## src/rtl/ring_counter_pkg.sv

```systemverilog
// rtl/ring_counter_pkg.sv - shared constants and one-hot helpers for ring_counter
package ring_counter_pkg;

    localparam int DEF_WIDTH      = 4;
    localparam int DEF_INIT_POS   = 0;
    localparam int DEF_SHIFT_LEFT = 1;
    localparam int MAX_WIDTH      = 32;

    // One-hot vector with bit idx set; out-of-range indices give all zeros.
    function automatic logic [MAX_WIDTH-1:0] onehot_of(input int unsigned idx,
                                                       input int unsigned width);
        logic [MAX_WIDTH-1:0] v;
        v = '0;
        if ((idx < width) && (idx < MAX_WIDTH)) begin
            v[idx] = 1'b1;
        end
        return v;
    endfunction

    // True when exactly one bit of vec is set.
    function automatic logic is_onehot(input logic [MAX_WIDTH-1:0] vec);
        int unsigned cnt;
        cnt = 0;
        for (int i = 0; i < MAX_WIDTH; i++) begin
            cnt = cnt + int'(vec[i]);
        end
        return (cnt == 1);
    endfunction

endpackage

```

## src/rtl/ring_counter_onehot_check.sv

```systemverilog
// rtl/ring_counter_onehot_check.sv - combinational zero / multiple-hot detector
module onehot_check
    import ring_counter_pkg::*;
#(
    parameter int WIDTH = DEF_WIDTH
) (
    input  logic [WIDTH-1:0] vec,
    output logic             is_zero,
    output logic             is_multi
);

    logic seen;

    // Walk the bits; a set bit after one has already been seen means multiple-hot
    always_comb begin
        seen     = 1'b0;
        is_multi = 1'b0;
        for (int i = 0; i < WIDTH; i++) begin
            is_multi = is_multi | (seen & vec[i]);
            seen     = seen | vec[i];
        end
    end

    assign is_zero = ~|vec;

endmodule

```

## src/rtl/ring_counter.sv

```systemverilog
// rtl/ring_counter.sv - self-correcting one-hot ring counter with position, wrap and error flags
module ring_counter
    import ring_counter_pkg::*;
#(
    parameter int WIDTH      = DEF_WIDTH,
    parameter int INIT_POS   = DEF_INIT_POS,
    parameter int SHIFT_LEFT = DEF_SHIFT_LEFT
) (
    input  logic                     clk,
    input  logic                     reset,
    output logic [WIDTH-1:0]         q,
    output logic [$clog2(WIDTH)-1:0] pos,
    output logic                     wrap,
    output logic                     err
);

    localparam int PW = $clog2(WIDTH);

    localparam logic [MAX_WIDTH-1:0] INIT_VEC = onehot_of(INIT_POS, WIDTH);
    localparam logic [WIDTH-1:0]     INIT_Q   = INIT_VEC[WIDTH-1:0];
    localparam logic [PW-1:0]        INIT_P   = PW'(INIT_POS);
    localparam logic [PW-1:0]        LAST_P   = PW'(WIDTH - 1);

    logic [WIDTH-1:0] q_q, q_d;
    logic [PW-1:0]    pos_q, pos_d;
    logic             wrap_q, wrap_d;
    logic             err_q, err_d;

    logic [WIDTH-1:0] rot_q;
    logic [PW-1:0]    rot_pos;
    logic             zero_hot;
    logic             multi_hot;

    onehot_check #(
        .WIDTH (WIDTH)
    ) u_check (
        .vec      (q_q),
        .is_zero  (zero_hot),
        .is_multi (multi_hot)
    );

    // Rotation target and matching position step for the configured direction
    generate
        if (SHIFT_LEFT != 0) begin : g_left
            assign rot_q   = {q_q[WIDTH-2:0], q_q[WIDTH-1]};
            assign rot_pos = (pos_q == LAST_P) ? '0 : pos_q + 1'b1;
        end else begin : g_right
            assign rot_q   = {q_q[0], q_q[WIDTH-1:1]};
            assign rot_pos = (pos_q == '0) ? LAST_P : pos_q - 1'b1;
        end
    endgenerate

    // Next state: rotate when legal, otherwise snap back to the start slot and latch the error
    always_comb begin
        q_d    = rot_q;
        pos_d  = rot_pos;
        wrap_d = 1'b0;
        err_d  = err_q;
        if (zero_hot || multi_hot) begin
            q_d   = INIT_Q;
            pos_d = INIT_P;
            err_d = 1'b1;
        end else begin
            // A rotation of a one-hot value lands on INIT_Q only from the adjacent slot
            wrap_d = (rot_q == INIT_Q);
        end
    end

    // State registers; reset wins over rotation and correction
    always_ff @(posedge clk) begin
        if (reset) begin
            q_q    <= INIT_Q;
            pos_q  <= INIT_P;
            wrap_q <= 1'b0;
            err_q  <= 1'b0;
        end else begin
            q_q    <= q_d;
            pos_q  <= pos_d;
            wrap_q <= wrap_d;
            err_q  <= err_d;
        end
    end

    assign q    = q_q;
    assign pos  = pos_q;
    assign wrap = wrap_q;
    assign err  = err_q;

endmodule

```

## config.mk

```make
export PLATFORM = sky130hd
export DESIGN_NAME = ring_counter
export DESIGN_NICKNAME = d
export VERILOG_FILES = /design/src/rtl/ring_counter_pkg.sv /design/src/rtl/ring_counter_onehot_check.sv /design/src/rtl/ring_counter.sv
export SDC_FILE = /design/constraint.sdc
export NUM_CORES = 1
export LEC_CHECK = 0
export CAP_MARGIN = 25
export CORE_AREA = 3 3 40 42
export DETAILED_ROUTE_END_ITERATION = 8
export DIE_AREA = 0 0 43 45
export GPL_ROUTABILITY_DRIVEN = 1
export PLACE_DENSITY = 0.47
export SLEW_MARGIN = 20
export SYNTH_ARGS = -nofsm -noshare
export SYNTH_HDL_FRONTEND = slang
export SYNTH_SLANG_ARGS = --single-unit
```

## constraint.sdc

```tcl
create_clock -name clk -period 2.4 [get_ports clk]
set_input_delay 0.48 -clock clk [delete_from_list [all_inputs] [get_ports clk]]
set_output_delay 0.48 -clock clk [all_outputs]
set_load 0.005 [all_outputs]
```

Yosys cells after proc, flatten, opt, wreduce, memory -nomap -nowiden
Index checks and enable logic that the tools add are counted.
{"block": "word_totals", "regBits": 8, "latch_bits": 0, "ram_bits": 0, "mem_bits_ro": 0, "inputBits": 2, "output_inout_bits": 8, "mem_count": 0}
{"block": "op_classes", "n_addsub": 1, "n_mul": 0, "n_div": 0, "order_cmp": 0, "eq_ne": 2, "n_shift": 0, "muxes": 0, "bitwise": 7, "n_reduce_logical": 5}
{"operator": "$eq A4 B1 Y1 const B", "n": 1}
{"operator": "$or A1 B1 Y1", "n": 4}
{"operator": "$reduce_or A4 Y1", "n": 1}
{"operator": "$and A1 B1 Y1", "n": 3}
{"operator": "$reduce_or A3 Y1", "n": 1}
{"operator": "$add A2 B1 Y2 const B", "n": 1}
{"operator": "$eq A2 B2 Y1 const B", "n": 1}
{"operator": "$reduce_or A2 Y1", "n": 1}
{"operator": "$logic_not A1 Y1", "n": 1}
{"operator": "$logic_or A1 B1 Y1", "n": 1}

Logic depth before layout (Yosys ltp)
{"block": "logic_depth", "ltp_word": 6, "ltp_mapped": 4, "mapped_depth_nobuf": 4}

Modules after synthesis
A second synthesis with hierarchy kept.
{"block": "hier_totals", "cells_unflattened": 25, "area_unflattened_um2": 299.0}
{"mod": "ring_counter", "instances": 1, "cells_each": 21, "area_each_um2": 267.8, "seq_area_each_um2": 160.2}
{"mod": "onehot_check", "instances": 1, "cells_each": 4, "area_each_um2": 31.3, "seq_area_each_um2": 0.0}

Worst setup path before layout
Ideal clock, no wire load.
{"block": "synth_timing", "path_kind": "register to register", "start": "register q_q[0] (netlist: q[0])", "end": "register pos_q[0] (netlist: pos[0])", "arrival_time_ps": 1234, "required_time_ps": 2300, "path_slack_ps": 1067, "path_stages_with_launch": 4, "path_buffers": 1, "synth_period_minus_slack_ps": 1333, "cell_sequence": "dfxtp_1 or4b_1 buf_2 a2111oi_4"}
{"block": "synth_via", "elab_chain_cells": 6, "elab_cells_between_ends": 11}
{"item": "start, declared", "line_no": "ring_counter.sv:24", "text": "logic [WIDTH-1:0] q_q, q_d;"}
{"item": "start signal, assigned", "line_no": "ring_counter.sv:77", "text": "q_q <= q_d;"}
{"item": "$or A1 B1 Y1", "line_no": "ring_counter_onehot_check.sv:20", "text": "seen = seen | vec[i];"}
{"item": "$and A1 B1 Y1 or $or A1 B1 Y1 (tied branches)", "line_no": "ring_counter_onehot_check.sv:19, ring_counter_onehot_check.sv:20"}
{"item": "$or A1 B1 Y1 or $and A1 B1 Y1 (tied branches)", "line_no": "ring_counter_onehot_check.sv:19", "text": "is_multi = is_multi | (seen & vec[i]);"}
{"item": "$or A1 B1 Y1", "line_no": "ring_counter_onehot_check.sv:19"}
{"item": "$logic_or A1 B1 Y1 *", "line_no": "ring_counter.sv:59", "text": "if (zero_hot || multi_hot) begin"}
{"item": "$reduce_or A3 Y1 (no source line) *"}
{"item": "end signal, assigned", "line_no": "ring_counter.sv:78", "text": "pos_q <= pos_d;"}
{"item": "end, declared", "line_no": "ring_counter.sv:25", "text": "logic [PW-1:0] pos_q, pos_d;"}
Every way passes the cells marked *; elsewhere a longest branch is shown, timed or not.
A chain may end at the register's enable or synchronous reset.

Worst setup path after layout
{"block": "layout_timing", "start": "register q_q[3] (netlist: q[3])", "end": "output q[3]"}
{"item": "end, declared", "line_no": "ring_counter.sv:11", "text": "output logic [WIDTH-1:0] q,"}
No word-level cell between the ends.

==> results.toml <==
[final_layout]
leading_cell_type_in_the_layout_fill_and_taps_excluded = "sky130_fd_sc_hd__clkdlybuf4s50_1"
area_growth_syn_to_layout_pct = 39.61
layout.nets = 45
drive_above_1_share_pct = 12.50
insertedDiodeCount = 0
leading_cell_types_in_the_layout_fill_and_taps_excluded = "9 x sky130_fd_sc_hd__clkdlybuf4s50_1, 8 x sky130_fd_sc_hd__dfxtp_1, 3 x sky130_fd_sc_hd__a21oi_1, 3 x sky130_fd_sc_hd__clkbuf_4"
filler_cell_count = 138

[synth]
yosysUniqueCellTypes = 17
synth_seq_cells = 8
yosysWarningCount = 0
post_synthesis_cells = 29
synth_nets = 32
syn-mean-instance-area_um2 = 11.00
synth.yosys.seq_area_share_pct = 50.20
syn_area_um2 = 319.1

[clock_tree]
cts_made_buffers = 3
cts.root.buffer_cell = "sky130_fd_sc_hd__clkbuf_4"
clock_insertion_delay_worst_skew_ns = 0.25
clock_path_buffers = 2
post_cts_buffers = 0
cts_hold_buf = 0
cts_resized = 0
tritoncts = "built"
cts_max_level = 1
cts.sink_count = 8
clk_pin_slew_ns = 0.05

[power_and_ir_drop]
cellLeakagePower_nw = 0.1628
worst_ir_drop_on_vdd_v = 0.0005794
power.total_mw = 0.5674
power.density_nw_per_um2 = 1274

[setup_path]
worstSetupEndpointType = "output pin"
worst_path_max_delay_cell = "sky130_fd_sc_hd__clkdlybuf4s50_1"
critical_path.n_buffers_inverters = 1
worst_ep_required_time_ns = 1.92
slowest_delay_ns = 0.53
critical-path-top-delay-family = "buffers and inverters"
worst_setup_path_start_kind = "register"
worst-setup-path-type = "register to output pin"
worstSetupPathDepth = 1
timing.critical_path.arrival_ns = 1.19
r2r.worst_path.cells = 2
critical_path.max_fanout = 6
path_cells = "clkdlybuf4s50_1"

[grt]
grt_start_max_net_pins = 9
grt_pass1_wl_um = 972
global_route.overflow_total = 0
grt_pass1_vias = 228
gr-usage-all-layers_pct = 7.513
number_of_antenna_violations_at_the_first_check_in_global_routing = 0

[sta]
maxSlewHeadroom_pct = 75.43
post_route_setup_tns_ns = 0
number_of_hold_violations_in_the_final_report = 0
finalCriticalPeriod_ns = 1.669
period_share_pct = 69.54
final-max-slew-violation-count = 0
rsz0062_at_grt = "false"
timing_worst_slew_pin_value_ns = 0.3593
setup_viol = 0
max_freq_mhz = 599.2
finalClockSkew_ns = 0.003921

[route]
drt_pre_antenna_iters = 3
detail-route-antenna-nets = 0
wl_per_cell_um = 10.96
drt_iter0_drc = 2
vias = 250
vias_per_cell = 4.545
drc = 0
route.final.wire_length_um = 603

[floorplanning]
die-height_um = 45
design.die.area_um2 = 1935
floorplan.die.width_um = 43
num_io_pins = 10
core-area_um2 = 1285
starting_utilization_of_the_core_area_pct = 24.83
fp-row-count = 13

[run_status]
run_status = "finished clean"

[min_path]
hold_path.class = "register to register"
hold_path_depth = 1

[place]
numPortBuffers = 9
place.gp.congestion = 0.6714

[run]
cap_viol_max_count = 0
-- per-stage QoR --
step / hold WS [ns] / area, µm² / util, % / instances / worst slack (ns)
2_1_floorplan: 0.4889 / 319.1 / - / 29 / 1.067
3_3_place_gp: 0.5000 / 422.9 / 32.91 / 52 / 0.8556
3_5_place_dp: 0.4988 / 422.9 / 32.91 / 52 / 0.8419
4_1_cts: 0.5079 / 445.4 / 34.66 / 55 / 0.7158
5_1_grt: 0.5447 / 445.4 / 34.66 / 55 / 0.6564
6_report: 0.5068 / 445.4 / 34.66 / 55 / 0.7311
-- report_power, final --
part,internal [mW],switching (mW),total (mW)
logic,0.151,0.0947,0.245
clock network,0.0571,0.0437,0.101
registers,0.178,0.0428,0.221
-- state kept, by name, indices dropped and copies added, names as in the netlist --
name / count
err: 1
q: 4
pos: 2
wrap: 1
-- metal layers --
layer / track usage (%) / wire length [µm] / up-vias
met2: 9.281 / 244 / 12
li1: - / - / 128
met3: 4.781 / 51 / 2
met5: 0 / 0 / -
met4: 7.229 / 11 / 0
met1: 8.495 / 295 / 108
-- kinds of logic after synthesis --
logic type                 count (synthesis)  synth area share [%]
AOI/OAI and AO/OA                          7                 21.57
and+or+nand+nor                           10                 18.82
adders and majority gates                  1                 3.921
xor gates and xnor gates                   1                 2.746
buffers and inverters                      2                 2.742
DFF                                        8                 50.19
-- Yosys cell counts --
cell / instances / area, µm²
sky130_fd_sc_hd__nor3_1: 2 / 10.01
sky130_fd_sc_hd__a21oi_1: 3 / 15.01
sky130_fd_sc_hd__a211o_2: 1 / 10.01
sky130_fd_sc_hd__or3_1: 1 / 6.260
sky130_fd_sc_hd__o21a_1: 1 / 7.510
sky130_fd_sc_hd__inv_1: 1 / 3.750
sky130_fd_sc_hd__ha_1: 1 / 12.51
sky130_fd_sc_hd__a2111oi_0: 1 / 8.760
sky130_fd_sc_hd__dfxtp_1: 8 / 160.2
sky130_fd_sc_hd__nand2_1: 1 / 3.750
sky130_fd_sc_hd__buf_2: 1 / 5.000
sky130_fd_sc_hd__nor3b_1: 1 / 7.510
sky130_fd_sc_hd__or4b_1: 1 / 10.01
sky130_fd_sc_hd__nor2_1: 2 / 7.510
sky130_fd_sc_hd__or2b_1: 2 / 15.01
sky130_fd_sc_hd__xnor2_1: 1 / 8.760
sky130_fd_sc_hd__a2111oi_4: 1 / 27.53
-- final cells by class --
cell class | count | area, µm² | share of cell area (%)
clock buffers | 3 | 22.52 | 5.056
inverters | 1 | 3.754 | 0.8427
multi-input cells | 19 | 150.1 | 33.71
flip-flops and latches | 8 | 160.2 | 35.96
well taps | 15 | 18.77 | 4.213
repair buffers | 9 | 90.09 | 20.22
-- worst paths after layout --
kind	start	to	slack, ns
worst max-delay path	q[3]	q[3]	0.73
worst min-delay path	pos[0]	pos[0]	0.51
worst max register to register	q[3]	pos[0]	0.96
worst min register to register	pos[0]	pos[0]	0.51
Note: power is estimated with default switching activity, not from simulation.
